--- src/rtl/cdb_arbiter_q.sv ---
// -----------------------------------------------------------------------------
// cdb_arbiter_q
// Common-data-bus arbiter for the Tomasulo datapath. Each producer channel
// (ch0 = add/sub ALU, ch1 = ld/sd unit, higher = future units) writes results
// into a private FIFO. At most one buffered word per cycle is broadcast on a
// registered CDB word.
//
// Ports:
//   clock      rising-edge clock
//   reset      synchronous, active-low (0 = reset)
//   in_valid   per-channel result valid
//   in_data    per-channel result word, channel i at [i*DATA_W +: DATA_W]
//   in_ready   per-channel FIFO not full (registered)
//   cdb_stall  blocks new grants while high
//   cdb_valid  cdb_data carries a broadcast this cycle
//   cdb_data   broadcast word (zero when idle)
//   cdb_src    channel that produced cdb_data (holds when idle)
//   occ        per-channel FIFO occupancy, channel i at [i*OW +: OW]
//
// Build option: define CDB_RR_EN for round-robin arbitration. Without it,
// arbitration is fixed priority with the lowest channel index winning.
// -----------------------------------------------------------------------------
module cdb_arbiter_q #(
    parameter int  NUM_CH     = 2,
    parameter int  DATA_W     = 16,
    parameter int  FIFO_DEPTH = 4,
    localparam int CH_W       = (NUM_CH > 1) ? $clog2(NUM_CH) : 1,
    localparam int OW         = $clog2(FIFO_DEPTH) + 1
) (
    input  logic                     clock,
    input  logic                     reset,
    input  logic [NUM_CH-1:0]        in_valid,
    input  logic [NUM_CH*DATA_W-1:0] in_data,
    output logic [NUM_CH-1:0]        in_ready,
    input  logic                     cdb_stall,
    output logic                     cdb_valid,
    output logic [DATA_W-1:0]        cdb_data,
    output logic [CH_W-1:0]          cdb_src,
    output logic [NUM_CH*OW-1:0]     occ
);
    localparam int            PW       = $clog2(FIFO_DEPTH);
    localparam logic [OW-1:0] FULL_CNT = OW'(FIFO_DEPTH);

    logic [DATA_W-1:0] mem_q    [NUM_CH][FIFO_DEPTH];
    logic [DATA_W-1:0] mem_d    [NUM_CH][FIFO_DEPTH];
    logic [PW-1:0]     wr_ptr_q [NUM_CH];
    logic [PW-1:0]     wr_ptr_d [NUM_CH];
    logic [PW-1:0]     rd_ptr_q [NUM_CH];
    logic [PW-1:0]     rd_ptr_d [NUM_CH];
    logic [OW-1:0]     count_q  [NUM_CH];
    logic [OW-1:0]     count_d  [NUM_CH];
    logic [NUM_CH-1:0] ready_q, ready_d;
    logic              cdb_valid_q, cdb_valid_d;
    logic [DATA_W-1:0] cdb_data_q, cdb_data_d;
    logic [CH_W-1:0]   cdb_src_q, cdb_src_d;

    logic [NUM_CH-1:0] nonempty_s;
    logic [NUM_CH-1:0] push_s;
    logic [NUM_CH-1:0] pop_s;
    logic              grant_vld_s;
    logic              pop_en_s;
    logic [CH_W-1:0]   grant_idx_s;

`ifdef CDB_RR_EN
    logic [CH_W-1:0]   last_grant_q, last_grant_d;
    logic [CH_W-1:0]   cand_s;

    // Channel index base+offset, wrapped into 0..NUM_CH-1 (offset <= NUM_CH).
    function automatic logic [CH_W-1:0] rr_idx(input logic [CH_W-1:0] base, input int offset);
        int sum;
        sum = int'(base) + offset;
        if (sum >= NUM_CH) begin
            sum = sum - NUM_CH;
        end else begin
            sum = sum;
        end
        return CH_W'(sum);
    endfunction
`endif

    // Request vector: a channel requests the bus whenever its FIFO holds a word.
    always_comb begin
        for (int i = 0; i < NUM_CH; i++) begin
            nonempty_s[i] = (count_q[i] != {OW{1'b0}});
        end
    end

    // Arbiter: scan from the lowest-preference candidate up so the preferred one is written last.
    always_comb begin
        grant_vld_s = 1'b0;
        grant_idx_s = {CH_W{1'b0}};
`ifdef CDB_RR_EN
        cand_s = {CH_W{1'b0}};
        for (int k = NUM_CH; k >= 1; k--) begin
            cand_s      = rr_idx(last_grant_q, k);
            grant_vld_s = grant_vld_s | nonempty_s[cand_s];
            grant_idx_s = nonempty_s[cand_s] ? cand_s : grant_idx_s;
        end
        last_grant_d = last_grant_q;
`else
        for (int i = NUM_CH - 1; i >= 0; i--) begin
            grant_vld_s = grant_vld_s | nonempty_s[i];
            grant_idx_s = nonempty_s[i] ? CH_W'(i) : grant_idx_s;
        end
`endif
        pop_en_s = grant_vld_s & ~cdb_stall;
`ifdef CDB_RR_EN
        if (pop_en_s) begin
            last_grant_d = grant_idx_s;
        end else begin
            last_grant_d = last_grant_q;
        end
`endif
    end

    // FIFO next state: push on handshake, pop on grant; ready follows the next count.
    always_comb begin
        mem_d = mem_q;
        for (int i = 0; i < NUM_CH; i++) begin
            wr_ptr_d[i] = wr_ptr_q[i];
            rd_ptr_d[i] = rd_ptr_q[i];
            count_d[i]  = count_q[i];
            // ready_q is 0 while full, so a full FIFO never pushes in a popping cycle.
            push_s[i]   = in_valid[i] & ready_q[i];
            pop_s[i]    = pop_en_s & (grant_idx_s == CH_W'(i));
            if (push_s[i]) begin
                mem_d[i][wr_ptr_q[i]] = in_data[i*DATA_W +: DATA_W];
                wr_ptr_d[i]           = wr_ptr_q[i] + PW'(1);
            end else begin
                wr_ptr_d[i] = wr_ptr_q[i];
            end
            if (pop_s[i]) begin
                rd_ptr_d[i] = rd_ptr_q[i] + PW'(1);
            end else begin
                rd_ptr_d[i] = rd_ptr_q[i];
            end
            if (push_s[i] && !pop_s[i]) begin
                count_d[i] = count_q[i] + OW'(1);
            end else if (pop_s[i] && !push_s[i]) begin
                count_d[i] = count_q[i] - OW'(1);
            end else begin
                count_d[i] = count_q[i];
            end
            ready_d[i] = (count_d[i] != FULL_CNT);
        end
    end

    // Broadcast word: head of the granted FIFO, or an idle bus that keeps the last source.
    always_comb begin
        if (pop_en_s) begin
            cdb_valid_d = 1'b1;
            cdb_data_d  = mem_q[grant_idx_s][rd_ptr_q[grant_idx_s]];
            cdb_src_d   = grant_idx_s;
        end else begin
            cdb_valid_d = 1'b0;
            cdb_data_d  = {DATA_W{1'b0}};
            cdb_src_d   = cdb_src_q;
        end
    end

    // State registers; reset discards all buffered words and any pending broadcast.
    always_ff @(posedge clock) begin
        if (!reset) begin
            for (int i = 0; i < NUM_CH; i++) begin
                for (int j = 0; j < FIFO_DEPTH; j++) begin
                    mem_q[i][j] <= {DATA_W{1'b0}};
                end
                wr_ptr_q[i] <= {PW{1'b0}};
                rd_ptr_q[i] <= {PW{1'b0}};
                count_q[i]  <= {OW{1'b0}};
            end
            ready_q     <= {NUM_CH{1'b0}};
            cdb_valid_q <= 1'b0;
            cdb_data_q  <= {DATA_W{1'b0}};
            cdb_src_q   <= {CH_W{1'b0}};
`ifdef CDB_RR_EN
            last_grant_q <= CH_W'(NUM_CH - 1);
`endif
        end else begin
            mem_q       <= mem_d;
            wr_ptr_q    <= wr_ptr_d;
            rd_ptr_q    <= rd_ptr_d;
            count_q     <= count_d;
            ready_q     <= ready_d;
            cdb_valid_q <= cdb_valid_d;
            cdb_data_q  <= cdb_data_d;
            cdb_src_q   <= cdb_src_d;
`ifdef CDB_RR_EN
            last_grant_q <= last_grant_d;
`endif
        end
    end

    // Occupancy export, packed per channel straight from the count registers.
    always_comb begin
        for (int i = 0; i < NUM_CH; i++) begin
            occ[i*OW +: OW] = count_q[i];
        end
    end

    assign in_ready  = ready_q;
    assign cdb_valid = cdb_valid_q;
    assign cdb_data  = cdb_data_q;
    assign cdb_src   = cdb_src_q;

endmodule

--- config.mk ---
export PLATFORM = sky130hd
export DESIGN_NAME = cdb_arbiter_q
export DESIGN_NICKNAME = d
export VERILOG_FILES = /design/src/rtl/cdb_arbiter_q.sv
export SDC_FILE = /design/constraint.sdc
export NUM_CORES = 1
export LEC_CHECK = 0
export CAP_MARGIN = 20
export CORE_AREA = 4 4 123 125
export CTS_CLUSTER_SIZE = 40
export DETAILED_ROUTE_END_ITERATION = 16
export DIE_AREA = 0 0 127 129
export GPL_ROUTABILITY_DRIVEN = 0
export PLACE_DENSITY = 0.8
export SYNTH_ARGS = -nofsm -noshare
export SYNTH_HDL_FRONTEND = slang
export SYNTH_SLANG_ARGS = --single-unit
--- constraint.sdc ---
create_clock -name clock -period 1.7 [get_ports clock]
set_input_delay 0.255 -clock clock [delete_from_list [all_inputs] [get_ports clock]]
set_output_delay 0.255 -clock clock [all_outputs]
set_load 0.05 [all_outputs]
### Word-level counts from Yosys, hierarchy flattened

Index checks and enable logic that the tools add are counted.
W data, S select, Z words.

| word-level totals | value |
|---|---|
| output and inout port bits | 26 |
| input bits | 37 |
| register bits after elaboration | 162 |
| logic and storage cells | 81 |

| cells by class | value |
|---|---|
| $lt $le $gt $ge | 6 |
| equal/unequal tests | 2 |
| muxes and demuxes | 22 |
| bitwise gates (word level) | 12 |
| add/subtract/negate cells | 8 |
| reduce and logical (&&, ||, !) cells | 13 |

Operator list:

| kind | count |
|---|---|
| $mux W64 | 3 |
| $bwmux W64 | 2 |
| $demux W16 S2 | 2 |
| $mux W16 | 4 |
| $bmux W16 S2 | 1 |
| $mux W3 | 4 |
| $ge A3 B3 Y1 const B | 3 |
| $not A2 Y3 | 3 |
| $add A2 B1 Y2 const B | 4 |
| $add A3 B1 Y3 const B | 2 |
| $logic_and A1 B1 Y1 | 6 |
| $lt A3 B1 Y1 const B | 2 |
| $mux W2 | 3 |
| $ne A3 B3 Y1 const B | 2 |
| $reduce_bool A3 Y1 | 2 |
| $sub A3 B1 Y3 const B | 2 |
| $and A1 B1 Y1 | 5 |
| $logic_not A1 Y1 | 4 |
| $mux W1 | 3 |
| $ge A2 B2 Y1 const B | 1 |
| $not A1 Y1 | 2 |
| $not A1 Y2 | 1 |
| $reduce_and A2 Y1 | 1 |
| $or A1 B1 Y1 | 1 |

### Longest topological paths before layout

| depth | value |
|---|---|
| depth after elaboration | 11 |
| gate-level depth with buffers | 10 |
| depth with buffers taken out | 7 |

### Worst setup path after synthesis

Ideal clock, no wire load.

| timing | value |
|---|---|
| path type | register -> register |
| from | reg count_q, in the netlist occ[0] |
| to | reg ready_q[0] (netlist: in_ready[0]) |
| stages on the path, launching flop included | 8 |
| path buffers | 0 |
| data required time | 1580 ps |
| clock period less this slack | 2178 ps |
| setup slack | -478 ps |
| data arrival time | 2058 ps |
| library setup time | 120 ps |
| path through | dfxtp_1 -> inv_1 -> ha_1 -> and2b_4 -> nor2_2 -> mux2i_1 -> xnor2_1 -> a211o_1 |

| on the way | value |
|---|---|
| cells in the longest elaborated chain, start to end | 8 |
| elaborated cells on any way between the ends | 14 |
| classes of those cells | add/sub (2); eq/ne (1); mux (3); bitwise (4); reduce/logical (4) |

RTL lines:

| element | RTL line | source |
|---|---|---|
| from (decl) | 50 | `logic [OW-1:0] count_q [NUM_CH];` |
| from (signal, indexed assignment) | 170 | `count_q[i] <= {OW{1'b0}};` |
| from (signal assigned) | 183 | `count_q <= count_d;` |
| $reduce_bool A3 Y1 | 84 | `nonempty_s[i] = (count_q[i] != {OW{1'b0}});` |
| $or A1 B1 Y1 or $mux W1 (tied branches) | 102, 103 |  |
| $and A1 B1 Y1 or $not A1 Y1 (tied branches) | 106, 125 |  |
| $and A1 B1 Y1 | 125 | `pop_s[i] = pop_en_s & (grant_idx_s == CH_W'(i));` |
| $logic_and A1 B1 Y1 or $logic_not A1 Y1 (tied branches) | 139, 137 |  |
| $mux W3 or $logic_and A1 B1 Y1 (tied branches) | 139, 137 |  |
| $mux W3 * | 137 | `if (push_s[i] && !pop_s[i]) begin` |
| $ne A3 B3 Y1 * | 144 | `ready_d[i] = (count_d[i] != FULL_CNT);` |
| to (signal assigned) | 172 | `ready_q <= {NUM_CH{1'b0}};` |
| to (signal assigned) | 184 | `ready_q <= ready_d;` |
| to (decl) | 52 | `logic [NUM_CH-1:0] ready_q, ready_d;` |

Mark *: on every way between the ends. The rest lies on a longest branch, timed or not.
A chain may end at the register's enable or synchronous reset.

### Worst setup path in the final report

| timing | value |
|---|---|
| from | reg count_q, in the netlist occ[4] |
| to | reg ready_q[1] (netlist: in_ready[1]) |

| on the way | value |
|---|---|
| cells in the longest elaborated chain, start to end | 8 |
| elaborated cells on any way between the ends | 14 |
| classes of those cells | add/sub (2); eq/ne (1); mux (4); bitwise (3); reduce/logical (4) |

RTL lines:

| element | RTL line |
|---|---|
| $reduce_bool A3 Y1 | 84 |
| $or A1 B1 Y1 or $mux W1 (tied branches) | 102, 103 |
| $and A1 B1 Y1 or $mux W1 (tied branches) | 106, 103 |
| $and A1 B1 Y1 | 125 |
| $logic_and A1 B1 Y1 or $logic_not A1 Y1 (tied branches) | 139, 137 |
| $mux W3 or $logic_and A1 B1 Y1 (tied branches) | 139, 137 |
| $mux W3 * | 137 |
| $ne A3 B3 Y1 * | 144 |

Marks and branches as above.

==> impl_summary.log <==
[metrics] average via count per standard cell: around 5.4
[metrics] CTS tree: done
[metrics] classification of the worst setup path: flip-flop to flip-flop
[metrics] count of different cell masters after synthesis: 40
[metrics] Flop pwr share: 33.2%
[metrics] clk sink count: 162
[metrics] CP delay by family, top: flip-flops
[metrics] top achievable clock speed: between 0.5 and 0.6 GHz
[metrics] final setup vio count: 0
[metrics] Combinational Power Share: 41.1%
[metrics] placed wire-length estimate after detailed placement: 11300 um
[metrics] number of flops mapped to enable cells by yosys: 0
[metrics] Total Routing Usage GR: 20.6%
[metrics] static leakage power: 3.20 nW
[metrics] crit-path max FO: 4
[metrics] internal power: 8.80 mW
[metrics] maximum number of pins on one net before global-route repair: 69
[metrics] count of hold buffers inserted by post-cts repair: 0
[metrics] Critical Path Max Stage Delay: 0.36 ns
[metrics] residual antenna-violating net count after detailed routing: 0
[metrics] number of warnings reported in the yosys synthesis log: 0
[metrics] type of destination of the critical path: flip-flop
[metrics] max-cap violations: 0
[metrics] proportion of synthesized flip-flops having asynchronous set or reset: 0%
[metrics] buffers plus inverters on the worst setup path: 2
[metrics] vias in the first global route: 5690
[metrics] portion of total power attributed to the clock network: 25.6%
[metrics] total length of routed wires: 17000 um
[metrics] pre-CTS WS: -0.0931 ns
[metrics] clock transition at the register clock pins on the worst setup and hold paths after CTS: 0.06 ns
[metrics] Cell Area, Synth: approximately 0.0071 mm2
[metrics] Post-Synthesis Cells: 859
[metrics] Die Y: 129 um
[metrics] power density cells: 1560 mW/mm2
[metrics] post-synthesis sequential element count: 162
[metrics] IR drop worst, VDD: 1.46 mV
[metrics] width of the chip: 127 um
[metrics] min setup slack post-route: 0.0140 ns
[metrics] net switching power: 5.04 mW
[metrics] drt wl/cell: 15.2 um
[metrics] Cell Chain, Critical Path: inv_4, ha_4, nor2b_4, buf_6, nor3_4, mux2i_1, xor2_1, o211ai_1
[metrics] Port-buffer cells: just over 60
[metrics] switching part of the total power: a little over a third
[metrics] total non-filler cell area in the finished layout: about 0.0089 mm2
[metrics] sum of negative setup slack: 0 ns
[metrics] initial antenna violation count: 0
[metrics] worst skew pair latency: ~0.42 ns
[metrics] worst hold-check path type: flip-flop to flip-flop
[metrics] number of CTS-inserted buffers: 17
[metrics] first-pass GRT wire length: 27200 um
[metrics] syn_area_per_cell: 8.32 um2
[metrics] nets in the synthesized netlist: 910
[metrics] number of buffers on the longest clock path: 2
[metrics] final hold viol count: 0
[metrics] cell with the largest stage delay on the worst path: dfxtp_4
[metrics] final core occ: 64.0%
[metrics] Tightest Pin Transition: 0.492 ns
[metrics] unrepaired setup endpoints after global routing: true
[metrics] Row Count: 43
[metrics] IO Pins: 63
[metrics] Final Max Tran Viols: 0
[metrics] routed via count: 6038
[metrics] Placed Area: 0.00823 mm2
[metrics] final-stage net count: 977
[metrics] DRT iter0 DRCs: around 490
[metrics] number of non-filler instances in the completed layout: roughly 1100
[metrics] 1st-pass router iterations: 5
[metrics] Final Cycle Share: 99.2%
[metrics] layout cells sized above 1: 17.5%
[metrics] Placed Cells incl. Taps: 1081
[metrics] synthesis-to-finish area growth: 24.3%
[metrics] sequential element share of the synthesized area: 45.4%
[metrics] CTS H-Tree Depth: 4
[metrics] remaining global-route overflow: 0
[metrics] run status: complete, no violations
[metrics] required time at the endpoint of the critical path: around 2.0 ns
[metrics] drt drc: 0
[metrics] minimum clock period: 1.69 ns
[metrics] Placeable Area: 0.0139 mm2
[metrics] Starting Density: 51.5%
[metrics] Layout Skew: approximately 0.0064 ns
[metrics] Slew HR: about two thirds
[metrics] full die area: 0.0164 mm2
[metrics] cell at the root of the clock tree: clkbuf_16
[metrics] primary flip-flop cell chosen by synthesis mapping: dfxtp_1
[metrics] arrival time of data at the critical path endpoint: 1.98 ns
[metrics] type of element launching the critical path: flip-flop
[metrics] Ant. Diodes: 0
worst reg2reg max path, cell delays in order, from the launching register on:
cell	delay (ns)
dfxtp_4	0.36
inv_4	0.04
ha_4	0.14
nor2b_4	0.14
buf_6	0.13
nor3_4	0.20
mux2i_1	0.25
xor2_1	0.20
o211ai_1	0.11
cells by family (layout without fill, tap and decap cells):
logic type	Yosys count	after routing	share of synthesized area [%]
flip-flops	162	162	45.4
XOR/XNOR	12	12	1.47
adder cells (fa/ha/maj)	14	14	2.45
multiplexers	51	51	7.60
buffers and inverters	75	155	5.60
AND/OR/NAND/NOR	342	342	19.9
AO/OA/AOI/OAI	203	203	17.6
power by group through the flow:
stage	combinational (mW)	clock (mW)	sequential [mW]
5_1_grt	6.13	3.76	4.66
2_1_floorplan	3.43	0	5.18
6_report	5.70	3.55	4.60
3_5_place_dp	5.37	0	4.67
4_1_cts	5.40	3.57	4.60
3_3_place_gp	5.26	0	4.66
final timing paths:
kind	from	endpoint	slack, ns	cells after the start
worst max-delay path	occ[4]	in_ready[1]	0.01	8
worst min register to register	mem_q[62]	mem_q[62]	0.45	2
worst max register to register	occ[4]	in_ready[1]	0.01	8
worst min-delay path	mem_q[62]	mem_q[62]	0.45	2
synthesized netlist by cell type (2+ instances only):
master	instances	area, um2
a211o_1	18	158
a211oi_1	17	128
a21oi_1	132	661
a21oi_2	14	123
and2_1	4	25.0
and2b_2	2	17.5
and3_1	8	50.1
buf_2	16	80.1
buf_4	3	22.5
buf_6	5	56.3
clkbuf_1	33	124
clkbuf_8	5	68.8
dfxtp_1	162	3240
ha_1	14	175
inv_1	11	41.3
mux2_2	16	180
mux2i_1	34	340
nand2_1	293	1100
nand3_1	2	10.0
nor2_1	10	37.5
nor2b_1	15	93.8
nor3_1	2	10.0
o211ai_1	13	97.6
o211ai_2	4	50.1
xnor2_1	10	87.6
xor2_1	2	17.5
final cells by class:
| type | count | area (um2) |
|---|---|---|
| repair buffers | 111 | 1230 |
| clock inverters | 9 | 52.6 |
| fillers | 1153 | 5000 |
| flip-flops and latches | 162 | 3260 |
| clock buffers | 23 | 499 |
| inverters | 12 | 53.8 |
| multi-input cells | 622 | 3550 |
| well taps | 180 | 225 |
cells in the final DEF (no fill, tap or decap), drive strengths merged, types with 17 or more instances in the layout:
cell and n:
dfxtp 162, clkbuf 24, a21oi 146, buf 73
a211oi 17, o211ai 17, a211o 18, nand2 293
mux2i 35, clkdlybuf4s50 36
routing by layer:
layer	up-vias	GRT usage [%]	part of all wire, %
li1	3005	-	-
met1	2808	25.2	43
met5	-	0	0
met2	181	35.7	49
met3	44	4.32	5.5
met4	0	8.14	2.5
stage by stage:
stage | hold slack (ns) | power [mW]
global route | 0.468 | 14.5
detailed placement | 0.445 | 10.0
floorplan | 0.366 | 8.62
CTS | 0.454 | 13.6
finish | 0.452 | 13.8
global placement | 0.438 | 9.92
state kept, by name, summed over array words and instances, names as in the netlist:
name       cells
rd_ptr_q       4
occ            6
cdb_valid      1
wr_ptr_q       4
cdb_data      16
cdb_src        1
in_ready       2
mem_q        128
what timing repair did:
action                                  4_1_cts  5_1_grt
endpoints found under the setup margin        2       19
buffers inserted                              0        5
gates resized for setup                       2        5
endpoints found under the hold margin         0        0
gates cloned                                  0        1
pin swaps                                     1        9
(Power assumes the default switching activity.)
